### src/rtl/int_pkg.sv
// rtl/int_pkg.sv - shared types and helpers for the interrupt dispatch controller
package int_pkg;
  localparam int INT_LINES = 4;

  typedef enum logic {IDLE, REQ} state_t;

  // Index of the highest set bit; 0 when the vector is empty.
  function automatic logic [1:0] highest_bit(input logic [INT_LINES-1:0] v);
    highest_bit = 2'd0;
    for (int i = 0; i < INT_LINES; i++) begin
      if (v[i]) highest_bit = i[1:0];
    end
  endfunction
endpackage

### src/rtl/int_dispatch_ctrl_if.sv
// rtl/int_dispatch_ctrl_if.sv - dispatch handshake between interrupt controller and PC logic
interface int_dispatch_ctrl_if;
  logic        int_req;
  logic        int_ack;
  logic [1:0]  int_num;
  logic [31:0] int_vector;

  modport master (output int_req, output int_num, output int_vector, input int_ack);
  modport slave  (input int_req, input int_num, input int_vector, output int_ack);
endinterface

### src/rtl/int_prio_enc.sv
// rtl/int_prio_enc.sv - fixed-priority encoder, bit 3 highest
module int_prio_enc
  import int_pkg::*;
(
  input  logic [INT_LINES-1:0] vec,
  output logic                 valid,
  output logic [1:0]           idx
);
  assign valid = |vec;
  assign idx   = highest_bit(vec);
endmodule

### src/rtl/int_dispatch_ctrl.sv
// rtl/int_dispatch_ctrl.sv - interrupt capture, arbitration and vector dispatch
// Optional nesting of higher-priority lines over in-service ones: INT_NEST_EN.
module int_dispatch_ctrl
  import int_pkg::*;
#(
  parameter logic [31:0] VEC0     = 32'h0000_0578,
  parameter logic [31:0] VEC1     = 32'h0000_0640,
  parameter logic [31:0] VEC2     = 32'h0000_02EE,
  parameter logic [31:0] VEC3     = 32'h0000_03B6,
  parameter int unsigned ERET_GAP = 2
) (
  input  logic                 clk,
  input  logic                 rst,
  input  logic [INT_LINES-1:0] ir,
  input  logic [INT_LINES-1:0] mask,
  input  logic                 ie,
  input  logic                 eret,
  int_dispatch_ctrl_if.master  bus,
  output logic [INT_LINES-1:0] int_pending,
  output logic [INT_LINES-1:0] in_service
);
  localparam logic [3:0] GAP_INIT = 4'(ERET_GAP);

  state_t                 state, state_nxt;
  logic [INT_LINES-1:0]   ir_q, rise, eligible, pending_nxt, service_nxt;
  logic [3:0]             gap_cnt;
  logic [1:0]             num_q, p_idx, s_idx;
  logic [31:0]            vector_q;
  logic                   p_valid, s_valid, gate, take_ack, load;

  function automatic logic [31:0] vec_sel(input logic [1:0] idx);
    case (idx)
      2'd0:    vec_sel = VEC0;
      2'd1:    vec_sel = VEC1;
      2'd2:    vec_sel = VEC2;
      default: vec_sel = VEC3;
    endcase
  endfunction

  assign rise     = ir & ~ir_q;
  assign eligible = (ie && gap_cnt == 4'd0) ? (int_pending & mask) : '0;
  assign take_ack = (state == REQ) && bus.int_ack;

  int_prio_enc u_enc_elig (.vec(eligible),   .valid(p_valid), .idx(p_idx));
  int_prio_enc u_enc_svc  (.vec(in_service), .valid(s_valid), .idx(s_idx));

`ifdef INT_NEST_EN
  assign gate = p_valid && (!s_valid || (p_idx > s_idx));
`else
  assign gate = p_valid && !s_valid;
`endif

  always_comb begin
    state_nxt = state;
    load      = 1'b0;
    case (state)
      IDLE: if (gate) begin
        state_nxt = REQ;
        load      = 1'b1;
      end
      REQ: if (take_ack || !ie) state_nxt = IDLE;
      default: state_nxt = IDLE;
    endcase
  end

  // ERET retires against in_service as it was before this cycle's ack lands.
  always_comb begin
    pending_nxt = int_pending;
    service_nxt = in_service;
    if (take_ack) pending_nxt[num_q] = 1'b0;
    pending_nxt = pending_nxt | rise;
    if (eret && s_valid) service_nxt[s_idx] = 1'b0;
    if (take_ack) service_nxt[num_q] = 1'b1;
  end

  always_ff @(posedge clk or negedge rst) begin
    if (!rst) begin
      state       <= IDLE;
      ir_q        <= '0;
      int_pending <= '0;
      in_service  <= '0;
      gap_cnt     <= 4'd0;
      num_q       <= 2'd0;
      vector_q    <= VEC0;
    end else begin
      state       <= state_nxt;
      ir_q        <= ir;
      int_pending <= pending_nxt;
      in_service  <= service_nxt;
      if (eret)                 gap_cnt <= GAP_INIT;
      else if (gap_cnt != 4'd0) gap_cnt <= gap_cnt - 4'd1;
      if (load) begin
        num_q    <= p_idx;
        vector_q <= vec_sel(p_idx);
      end
    end
  end

  assign bus.int_req    = (state == REQ);
  assign bus.int_num    = num_q;
  assign bus.int_vector = vector_q;
endmodule

### src/flat_wrapper.sv
// flat-port wrapper written by rule: the top's interface ports become plain ports
module int_dispatch_ctrl_flat import int_pkg::*;
#(
  parameter logic [31:0] VEC0     = 32'h0000_0578,
  parameter logic [31:0] VEC1     = 32'h0000_0640,
  parameter logic [31:0] VEC2     = 32'h0000_02EE,
  parameter logic [31:0] VEC3     = 32'h0000_03B6,
  parameter int unsigned ERET_GAP = 2
)
  (clk, rst, ir, mask, ie, eret, int_pending, in_service, bus_int_req, bus_int_num, bus_int_vector, bus_int_ack);
  int_dispatch_ctrl_if bus_i ();
  input  logic clk;
  input  logic rst;
  input  logic [INT_LINES-1:0] ir;
  input  logic [INT_LINES-1:0] mask;
  input  logic ie;
  input  logic eret;
  output logic [INT_LINES-1:0] int_pending;
  output logic [INT_LINES-1:0] in_service;
  output wire logic [$bits(bus_i.int_req)-1:0] bus_int_req;
  output wire logic [$bits(bus_i.int_num)-1:0] bus_int_num;
  output wire logic [$bits(bus_i.int_vector)-1:0] bus_int_vector;
  input wire logic [$bits(bus_i.int_ack)-1:0] bus_int_ack;
  assign bus_int_req = bus_i.int_req;
  assign bus_int_num = bus_i.int_num;
  assign bus_int_vector = bus_i.int_vector;
  assign bus_i.int_ack = bus_int_ack;
  int_dispatch_ctrl #(.VEC0(VEC0), .VEC1(VEC1), .VEC2(VEC2), .VEC3(VEC3), .ERET_GAP(ERET_GAP)) u_core (.clk(clk), .rst(rst), .ir(ir), .mask(mask), .ie(ie), .eret(eret), .bus(bus_i), .int_pending(int_pending), .in_service(in_service));
endmodule
### config.mk
export PLATFORM = sky130hd
export DESIGN_NAME = int_dispatch_ctrl_flat
export DESIGN_NICKNAME = d
export VERILOG_FILES = /design/src/rtl/int_pkg.sv /design/src/rtl/int_dispatch_ctrl_if.sv /design/src/rtl/int_prio_enc.sv /design/src/rtl/int_dispatch_ctrl.sv /design/src/flat_wrapper.sv
export SDC_FILE = /design/constraint.sdc
export NUM_CORES = 1
export LEC_CHECK = 0
export CORE_MARGIN = 2
export CORE_UTILIZATION = 40
export CTS_BUF_LIST = sky130_fd_sc_hd__clkbuf_8
export DETAILED_ROUTE_END_ITERATION = 10
export PLACE_DENSITY = 0.79
export SYNTH_ARGS = -nofsm -noshare
export SYNTH_HDL_FRONTEND = slang
export SYNTH_SLANG_ARGS = --single-unit
### constraint.sdc
create_clock -name clk -period 1.4 [get_ports clk]
set_input_delay 0.28 -clock clk [delete_from_list [all_inputs] [get_ports clk]]
set_output_delay 0.28 -clock clk [all_outputs]
set_load 0.005 [all_outputs]
==> results of run 1 <==
-- repair_timing --
action	4_1_cts	5_1_grt
pin swaps	5	3
hold buffers	0	0
resized for setup	36	13
setup endpoints to repair	29	11
setup buffers	10	2
-- sequential cells by signal, indices dropped and copies added (netlist names) --
register / count
u_core.gap_cnt: 4
u_core.ir_q: 4
u_core.bus.int_num: 1
u_core.in_service: 4
u_core.int_pending: 4
u_core.bus.int_vector: 7
u_core.bus.int_req: 1
-- final timing paths --
kind                       depth (start not counted)                                    to  slack (ns)                            start
setup / recovery                                   4     u_core.bus.int_num[0]$_DFFE_PN0P_       -0.09  u_core.int_pending[3]$_DFF_PN0_
hold / removal                                     2              u_core.ir_q[3]$_DFF_PN0_        0.34                              rst
setup reg to reg                                   4     u_core.bus.int_num[0]$_DFFE_PN0P_       -0.09  u_core.int_pending[3]$_DFF_PN0_
hold reg to reg                                    1       u_core.int_pending[1]$_DFF_PN0_        0.42         u_core.ir_q[1]$_DFF_PN0_
max in group asynchronous                          2  u_core.bus.int_vector[5]$_DFFE_PN1P_        0.83                              rst
min in group clk                                   1       u_core.int_pending[1]$_DFF_PN0_        0.42         u_core.ir_q[1]$_DFF_PN0_
-- kinds of logic after synthesis --
kind of cell	after synthesis	share of synthesized area (%)
xor gates and xnor gates	1	0.652
AOI/OAI and AO/OA	26	13.2
buffers and inverters	36	17.3
muxes	3	3.07
other	1	0.279
adders and majority gates	3	2.79
and+or+nand+nor	36	15.6
DFF	25	47.0
-- worst max-delay path, cell delays in order, from the launching register on --
cell and delay [ns]:
dfrtp_1 0.38, buf_4 0.13, a22o_4 0.26, o2111ai_4 0.27, mux2_4 0.32
-- metal layers --
metal,wire [um],vias up
met5,0,-
met3,163,10
met2,1630,40
li1,-,534
met1,1260,541
met4,67,0
-- final cells by class --
class | instances | area share, %
clock buffer | 3 | 2.06
tap | 46 | 2.88
multi-input combinational | 91 | 32.5
sequential | 25 | 31.6
inverter | 10 | 1.88
timing repair buffer | 67 | 28.9
clock inverter | 1 | 0.188
-- metrics by stage --
step	worst slack (ns)	util, %	std cells	area [um2]	power (mW)
5_1_grt	-0.136	61.0	243	2000	3.42
2_1_floorplan	-0.0732	-	152	1440	1.87
3_3_place_gp	-0.298	55.0	227	1810	2.54
4_1_cts	-0.100	59.5	241	1950	3.10
6_report	-0.0869	61.0	243	2000	3.21
3_5_place_dp	-0.354	55.0	227	1810	2.61
-- power by group --
| group | switching [mW] | leakage (nW) | internal, mW |
|---|---|---|---|
| Clock | 0.230 | 0.0269 | 0.197 |
| Combinational | 0.729 | 0.678 | 0.940 |
| Sequential | 0.140 | 0.292 | 0.970 |
| Total | 1.10 | 0.996 | 2.11 |
-- cells in the final DEF, fill, tap and decap left out, types with 2 or more instances in the layout --
master,instances
nor2_1,6
clkdlybuf4s50_1,11
nand2_2,4
dfstp_2,5
nand3_1,3
o21ai_0,10
nand2_1,9
nor3_4,2
buf_6,3
ha_4,2
a21oi_1,2
inv_1,9
clkbuf_8,3
inv_2,2
conb_1,22
dfrtp_1,20
nand3b_1,2
o21ai_2,3
mux2_4,2
a21oi_2,2
nand4_1,2
buf_4,30
dlygate4sd2_1,20
==> results.sh, run 1 <==
export IMPL_status="finished, violations left"
export IMPL_violations="setup timing"
export IMPL_fillCellCount=281
export IMPL_syn_area_mm2=0.00134
export IMPL_fin_ws_ns=-0.0869
export IMPL_setup_viol=7
export IMPL_path_max_fanout=4
export IMPL_overflow=0
export IMPL_grt_pass1_wl_um=5010
export IMPL_synth_commonest_cells="buf_4 (26), dfrtp_1 (20), nand2_1 (14), o21ai_0 (14), inv_1 (10)"
export IMPL_die_h_um=62.0
export IMPL_fin_skew_ns=0.00174
export IMPL_portBuffers=33
export IMPL_viasPerCell=4.63
export IMPL_grt_max_degree=26
export IMPL_fin_crit_ns=1.49
export IMPL_yosysWarnings=0
export IMPL_slew_viol_final=0
export IMPL_p_leak_nw=0.996
export IMPL_core_rowCount=21
export IMPL_start_kind="register"
export IMPL_wl_per_cell_um=12.9
export IMPL_synth_top_area_cell="dfrtp_1"
export IMPL_antenna_found_initial=0
export IMPL_drive_gt1_share_pct=35.0
export IMPL_clkSinkCount=25
export IMPL_yosysUniqueCellTypes=33
export IMPL_synthesis_instances=131
export IMPL_clk_latency_ns=0.27
export IMPL_critPathKind="reg -> reg"
export IMPL_detailed_place_hpwl_um=2180
export IMPL_cts_buffer_depth=2
export IMPL_cap_violations=0
export IMPL_nets=214
export IMPL_num_io_pins=56
export IMPL_yosysSeqAreaShare_pct=47.0
export IMPL_synth_seq_cells=25
export IMPL_drc=0
export IMPL_dr_first_iter_drc_count=39
export IMPL_grt_use_met2_pct=32.9
export IMPL_grt_busiest_layer="met2"
export IMPL_grt_pass1_vias=1141
export IMPL_synthFlopType="dfrtp_1"
export IMPL_peakVddDrop_mv=0.740
export IMPL_grt_usage_pct=18.4
export IMPL_num_vias=1125
export IMPL_dieArea_mm2=0.00384
export IMPL_area_growth_pct=49.0
export IMPL_core_mm2=0.00328
export IMPL_use_met3_pct=5.80
export IMPL_synth_area_per_cell_um2=10.3
export IMPL_start_util_pct=40.9
export IMPL_cp_required_ns=1.56
export IMPL_regArea_um2=632
export IMPL_cts_made_buffers=3
export IMPL_yosysMostFrequentCell="buf_4"
export IMPL_grt_util_met1_pct=19.9
export IMPL_wl_um=3120
export IMPL_max_freq_ghz=0.673
export IMPL_hold_viol=0
export IMPL_path_clk_slew_ns=0.08
export IMPL_async_flop_share_pct=100
export IMPL_power_density_mw_per_mm2=1600
export IMPL_netlist_area_leader_share_pct=37.2
export IMPL_n_antenna_cell=0
export IMPL_cts_tree="built"
export IMPL_root_buffer="clkbuf_8"
export IMPL_multi_input_area_um2=651
export IMPL_hold_ws_ns=0.344
export IMPL_crit_path_end_kind="register"
export IMPL_cp_arrival_ns=1.65
export IMPL_htree_levels=1
export IMPL_yosys_top_cells_area="dfrtp_1 (37%), buf_4 (15%), dfstp_2 (9.8%), o21ai_0 (5.2%), nand2_1 (3.9%)"
export IMPL_fin_crit_sh_pct=106
export IMPL_drt_pass1_iterations=4
export IMPL_die_width_um=62.0
export IMPL_synth_edf_count=0
export IMPL_ant_nets=0
export IMPL_hold_class="in -> async"
export IMPL_rsz0062_at_grt="yes"
export IMPL_setup_tns_final_ns=-0.325
export IMPL_gp_congestion=0.877
No activity file was read; power rests on OpenSTA's default activity.
==> run 2: changes to the inputs <==
CORE_UTILIZATION = 45   (was 40)
PLACE_DENSITY = 0.84   (was 0.79)
clock period = 1.8 ns   (was 1.4 ns; I/O delays follow)
==> run 2 against run 1 <==
The run ends with DRC left. Combinational power down 46%. Clock skew up 0.0046 ns. Sequential share of layout area up 5.8 points. Clock power decreased by 26%. Highest routed layer is now met3.
==> results.sh, run 2 (same netlist as run 1, synthesis figures left out) <==
export IMPL_drive_gt1_share_pct=14.8
export IMPL_final_common_cell="clkdlybuf4s50_1"
export IMPL_path_clk_slew_ns=0.09
export IMPL_num_io_pins=56
export IMPL_wl_per_cell_um=12.9
export IMPL_root_buffer="clkbuf_8"
export IMPL_n_antenna_cell=0
export IMPL_r2r_start="u_core.gap_cnt[0]$_DFFE_PN0P_"
export IMPL_num_vias=1015
export IMPL_dr_first_iter_drc_count=43
export IMPL_hold_ws_ns=0.436
export IMPL_gp_congestion=0.857
export IMPL_clk_latency_ns=0.26
export IMPL_start_kind="register"
export IMPL_clkPwrFrac_pct=14.8
export IMPL_clkSinkCount=25
export IMPL_fillCellCount=238
export IMPL_setup_viol=0
export IMPL_grt_usage_pct=15.7
export IMPL_p_int_mw=1.45
export IMPL_fin_crit_ns=1.71
export IMPL_final_cell_mix="clkdlybuf4s50_1 (33), conb_1 (22), dfrtp_1 (20)"
export IMPL_portBuffers=33
export IMPL_r2r_slack_ns=0.15
export IMPL_core_rowCount=19
export IMPL_power_frac_seq_pct=43.3
export IMPL_cp_required_ns=1.44
export IMPL_hold_viol=0
export IMPL_htree_levels=1
export IMPL_antenna_found_initial=0
export IMPL_ant_nets=0
export IMPL_grt_pass1_vias=932
export IMPL_setup_tns_final_ns=0
export IMPL_p_leak_nw=0.792
export IMPL_dieArea_mm2=0.00344
export IMPL_drt_pass1_iterations=8
export IMPL_status="finished, violations left"
export IMPL_hold_buffers=0
export IMPL_power_density_mw_per_mm2=1270
export IMPL_reg2regPathDepth=6
export IMPL_violations="DRC"
export IMPL_max_freq_ghz=0.584
export IMPL_area_growth_pct=25.8
export IMPL_slowest_stage="clkdlybuf4s50_1"
export IMPL_path_buf_inv=1
export IMPL_r2r_end="u_core.bus.int_vector[8]$_DFFE_PN1P_"
export IMPL_core_mm2=0.00281
export IMPL_fin_skew_ns=0.00630
export IMPL_largest_register_ffs=7
export IMPL_peakVddDrop_mv=0.689
export IMPL_die_width_um=58.6
export IMPL_grt_pass1_wl_um=4220
export IMPL_crit_path_end_kind="output pin"
export IMPL_cp_arrival_ns=1.35
export IMPL_wl_um=2590
export IMPL_rsz0062_at_grt="no"
export IMPL_swShare_pct=32.4
export IMPL_power_switching_mw=0.696
export IMPL_pwr_share_comb_pct=41.9
export IMPL_slew_viol_final=0
export IMPL_fin_crit_sh_pct=95.1
export IMPL_critical_path_max_stage_delay_ns=0.58
export IMPL_drc=4
export IMPL_cpLargestDelayFamily="buffers and inverters"
export IMPL_hold_class="in -> async"
export IMPL_path_max_fanout=8
export IMPL_start_util_pct=47.9
export IMPL_overflow=0
export IMPL_cts_tree="built"
export IMPL_detailed_place_hpwl_um=2040
export IMPL_path_cells="clkdlybuf4s50_1"
export IMPL_cts_buffer_depth=2
export IMPL_die_h_um=58.6
export IMPL_critPathKind="reg -> out"
export IMPL_cts_made_buffers=3
export IMPL_viasPerCell=5.08
export IMPL_nets=186
export IMPL_cap_violations=0
export IMPL_grt_max_degree=26
run 2: cell count changes in the layout (fill, tap and decap cells not counted), moves of 3 or more:
cell	previous run	this run
o21ai_2	3	0
nand2_1	9	14
clkdlybuf4s50_1	11	33
buf_6	3	0
o21ai_0	10	14
nand2_2	4	0
dlygate4sd2_1	20	0
buf_4	30	6
run 2: what timing repair did:
| action | CTS | global route |
|---|---|---|
| gates resized for setup | 0 | 1 |
| buffers inserted | 0 | 0 |
| endpoints found under the setup margin | 0 | 1 |
run 2: power by group through the flow:
| stage | registers (mW) | logic [mW] | clock network (mW) |
|---|---|---|---|
| detailed placement | 0.938 | 0.892 | 0 |
| global route | 0.960 | 0.984 | 0.351 |
| finish | 0.932 | 0.901 | 0.317 |
| floorplan | 0.913 | 0.514 | 0 |
| global placement | 0.937 | 0.858 | 0 |
| CTS | 0.930 | 0.901 | 0.329 |
run 2: how the worst max path moves through the flow:
stage | end | from | cells past startpoint | slack (ns)
after floorplan | u_core.bus.int_num[0]$_DFFE_PN0P_ | u_core.gap_cnt[0]$_DFFE_PN0P_ | 5 | 0.25
after global placement | u_core.bus.int_num[0]$_DFFE_PN0P_ | mask[1] | 4 | 0.04
after detailed placement | u_core.bus.int_vector[8]$_DFFE_PN1P_ | mask[2] | 6 | -0.004
after CTS | bus_int_req | u_core.bus.int_req$_DFF_PN0_ | 1 | 0.07
after global routing | bus_int_req | u_core.bus.int_req$_DFF_PN0_ | 1 | 0.03
final | bus_int_req | u_core.bus.int_req$_DFF_PN0_ | 1 | 0.09
run 2: worst reg2reg max path: cells and delay by family, from the launching register on:
family,cells,cell delay (ns)
DFF,1,0.38
buffers and inverters,1,0.11
and+or+nand+nor,2,0.39
AOI/OAI and AO/OA,1,0.16
adders and majority gates,2,0.53
run 2: area by class of cell:
class | count | area, um2 | area share [%]
Clock buffer | 3 | 41.3 | 2.44
Clock inverter | 1 | 5.00 | 0.296
Inverter | 10 | 37.5 | 2.22
Multi-Input combinational cell | 91 | 561 | 33.2
Sequential cell | 25 | 632 | 37.4
Tap cell | 31 | 38.8 | 2.29
Timing Repair Buffer | 39 | 375 | 22.2
run 2: metrics by stage:
step	worst slack [ns]	total power [mW]	cells	util, %	instance area (um2)
6_report	0.0881	2.15	200	60.3	1690
3_5_place_dp	-0.00404	1.83	196	58.5	1640
5_1_grt	0.0317	2.29	200	60.3	1690
4_1_cts	0.0715	2.16	200	60.2	1690
2_1_floorplan	0.247	1.43	152	-	1420
3_3_place_gp	0.0355	1.79	196	58.5	1640
run 2: metal layers:
metal / routed length [um] / GRT usage (%) / vias to the layer above
li1: - / - / 479
met4: 0 / 1.95 / 0
met3: 171 / 2.42 / 0
met1: 1120 / 21.8 / 486
met5: 0 / 0 / -
met2: 1290 / 26.8 / 50
==> run 3: changes to the inputs <==
CORE_ASPECT_RATIO = 2   (was default)
CORE_MARGIN = 4   (was 2)
GPL_TIMING_DRIVEN = 0   (was default)
==> run 3 against run 2 <==
The run now ends clean. Critical path depth rose by 1. Clock skew fell by 0.0019 ns. Routed wire length rose by 25%.
==> results.sh, run 3 (same netlist as run 1, synthesis figures left out) <==
export IMPL_status="finished, final reports clean"
export IMPL_cp_arrival_ns=1.36
export IMPL_portBuffers=33
export IMPL_fin_crit_ns=1.72
export IMPL_critPathKind="reg -> out"
export IMPL_worstMarginPinSlew_ns=1.13
export IMPL_wl_per_cell_um=14.8
export IMPL_final_area_mm2=0.00185
export IMPL_route_met3_wl_um=268
export IMPL_cts_buffer_depth=2
export IMPL_dr_max_layer_used="met4"
export IMPL_largest_register_ffs=7
export IMPL_fin_crit_sh_pct=95.4
export IMPL_p_total_mw=2.28
export IMPL_dpl_cell_area_mm2=0.00179
export IMPL_cp_required_ns=1.44
export IMPL_overflow=0
export IMPL_die_width_um=46.6
export IMPL_viasPerCell=5.17
export IMPL_htree_levels=1
export IMPL_detailed_place_hpwl_um=2500
export IMPL_cts_made_buffers=3
export IMPL_grt_max_degree=26
export IMPL_hold_viol=0
export IMPL_hold_buffers=0
export IMPL_max_freq_ghz=0.582
export IMPL_fin_ws_ns=0.0824
export IMPL_fillCellCount=229
export IMPL_wl_met1_um=1040
export IMPL_wl_met2_um=1840
export IMPL_setup_viol=0
export IMPL_start_kind="register"
export IMPL_hold_class="reg -> reg"
export IMPL_grt_pass1_wl_um=5090
export IMPL_fin_skew_ns=0.00438
export IMPL_num_vias=1133
export IMPL_area_growth_pct=37.9
export IMPL_final_common_cell="clkdlybuf4s50_1"
export IMPL_peakVddDrop_mv=0.693
export IMPL_die_h_um=85.3
export IMPL_regArea_um2=634
export IMPL_drive_gt1_share_pct=25.3
export IMPL_drc=0
export IMPL_slew_viol_final=0
export IMPL_num_io_pins=56
export IMPL_place_ws_ns=-0.161
export IMPL_core_rowCount=27
export IMPL_multi_input_area_um2=561
export IMPL_antenna_found_initial=0
export IMPL_r2r_start="u_core.gap_cnt[0]$_DFFE_PN0P_"
export IMPL_n_antenna_cell=0
export IMPL_wl_um=3240
export IMPL_path_max_fanout=9
export IMPL_crit_path_end_kind="output pin"
export IMPL_grt_pass1_vias=1132
export IMPL_power_density_mw_per_mm2=1230
export IMPL_start_util_pct=47.9
export IMPL_clk_latency_ns=0.27
export IMPL_path_clk_slew_ns=0.09
export IMPL_final_cell_mix="clkdlybuf4s50_1 (32), buf_4 (27), conb_1 (22)"
export IMPL_p_leak_nw=0.912
export IMPL_cp_startpoint="u_core.bus.int_vector[7]$_DFFE_PN0P_"
export IMPL_cap_violations=0
export IMPL_grt_usage_pct=17.2
export IMPL_hold_ws_ns=0.431
export IMPL_cts_tree="built"
export IMPL_dr_first_iter_drc_count=38
export IMPL_core_mm2=0.00280
export IMPL_relSlewSlack_pct=24.7
export IMPL_root_buffer="clkbuf_8"
export IMPL_gp_congestion=0.788
export IMPL_ant_nets=0
export IMPL_drt_pass1_iterations=4
export IMPL_nets=207
export IMPL_rsz0062_at_grt="no"
export IMPL_dieArea_mm2=0.00398
export IMPL_clkSinkCount=25
export IMPL_hp_start="u_core.ir_q[1]$_DFF_PN0_"
## run 3: changes by cell type in the layout (fill, tap and decap cells not counted)
cell	delta
buf_4	+21
dfrtp_1	-2
dfrtp_2	+2
clkdlybuf4s50_1	-1
clkinv_2	-1
clkinvlp_4	+1
dlymetal6s2s_1	+1
## run 3: worst paths after layout
| kind | endpoint | slack, ns | depth (start not counted) |
|---|---|---|---|
| max | bus_int_vector[2] | 0.08 | 2 |
| min | u_core.int_pending[1]$_DFF_PN0_ | 0.43 | 1 |
| max reg2reg | u_core.bus.int_num[0]$_DFFE_PN0P_ | 0.10 | 5 |
| min reg2reg | u_core.int_pending[1]$_DFF_PN0_ | 0.43 | 1 |
| max in group asynchronous | u_core.bus.int_req$_DFF_PN0_ | 0.37 | 1 |
| min in group asynchronous | u_core.int_pending[0]$_DFF_PN0_ | 0.69 | 1 |
## run 3: power by group
group          internal [mW]  switching (mW)
Combinational          0.615           0.371
Clock                  0.157           0.188
Sequential             0.757           0.192
## run 3: what timing repair did
action                     4_1_cts  5_1_grt
setup buffers                    0        1
gates resized for setup          1        3
gates cloned                     0        0
setup endpoints to repair        3        4
## run 3: metrics by stage
step,instances,util (%),setup TNS [ns]
after floorplan,152,-,0
after CTS,218,65.6,0
after global placement,214,63.8,-0.232
after global routing,219,66.1,0
after detailed placement,214,63.8,-0.363
final,219,66.1,0
## run 3: layout make-up
cell class              instances  share of cell area [%]
plain buffers                  26                    10.5
clock buffers                   3                    2.23
clock inverters                 1                   0.405
inverters                      10                    2.03
multi-input cells              91                    30.2
flip-flops and latches         25                    34.2
well taps                      29                    1.96
repair buffers                 34                    18.4
## run 3: metal layers
layer | vias up | track usage (%)
li1 | 521 | -
met1 | 534 | 16.8
met2 | 69 | 31.0
met3 | 9 | 3.18
met4 | 0 | 9.57
met5 | - | 0
## run 3: critical path, stage by stage, from the launching register on
cell and delay, ns:
dfrtp_2 0.46, buf_4 0.13, clkdlybuf4s50_1 0.49
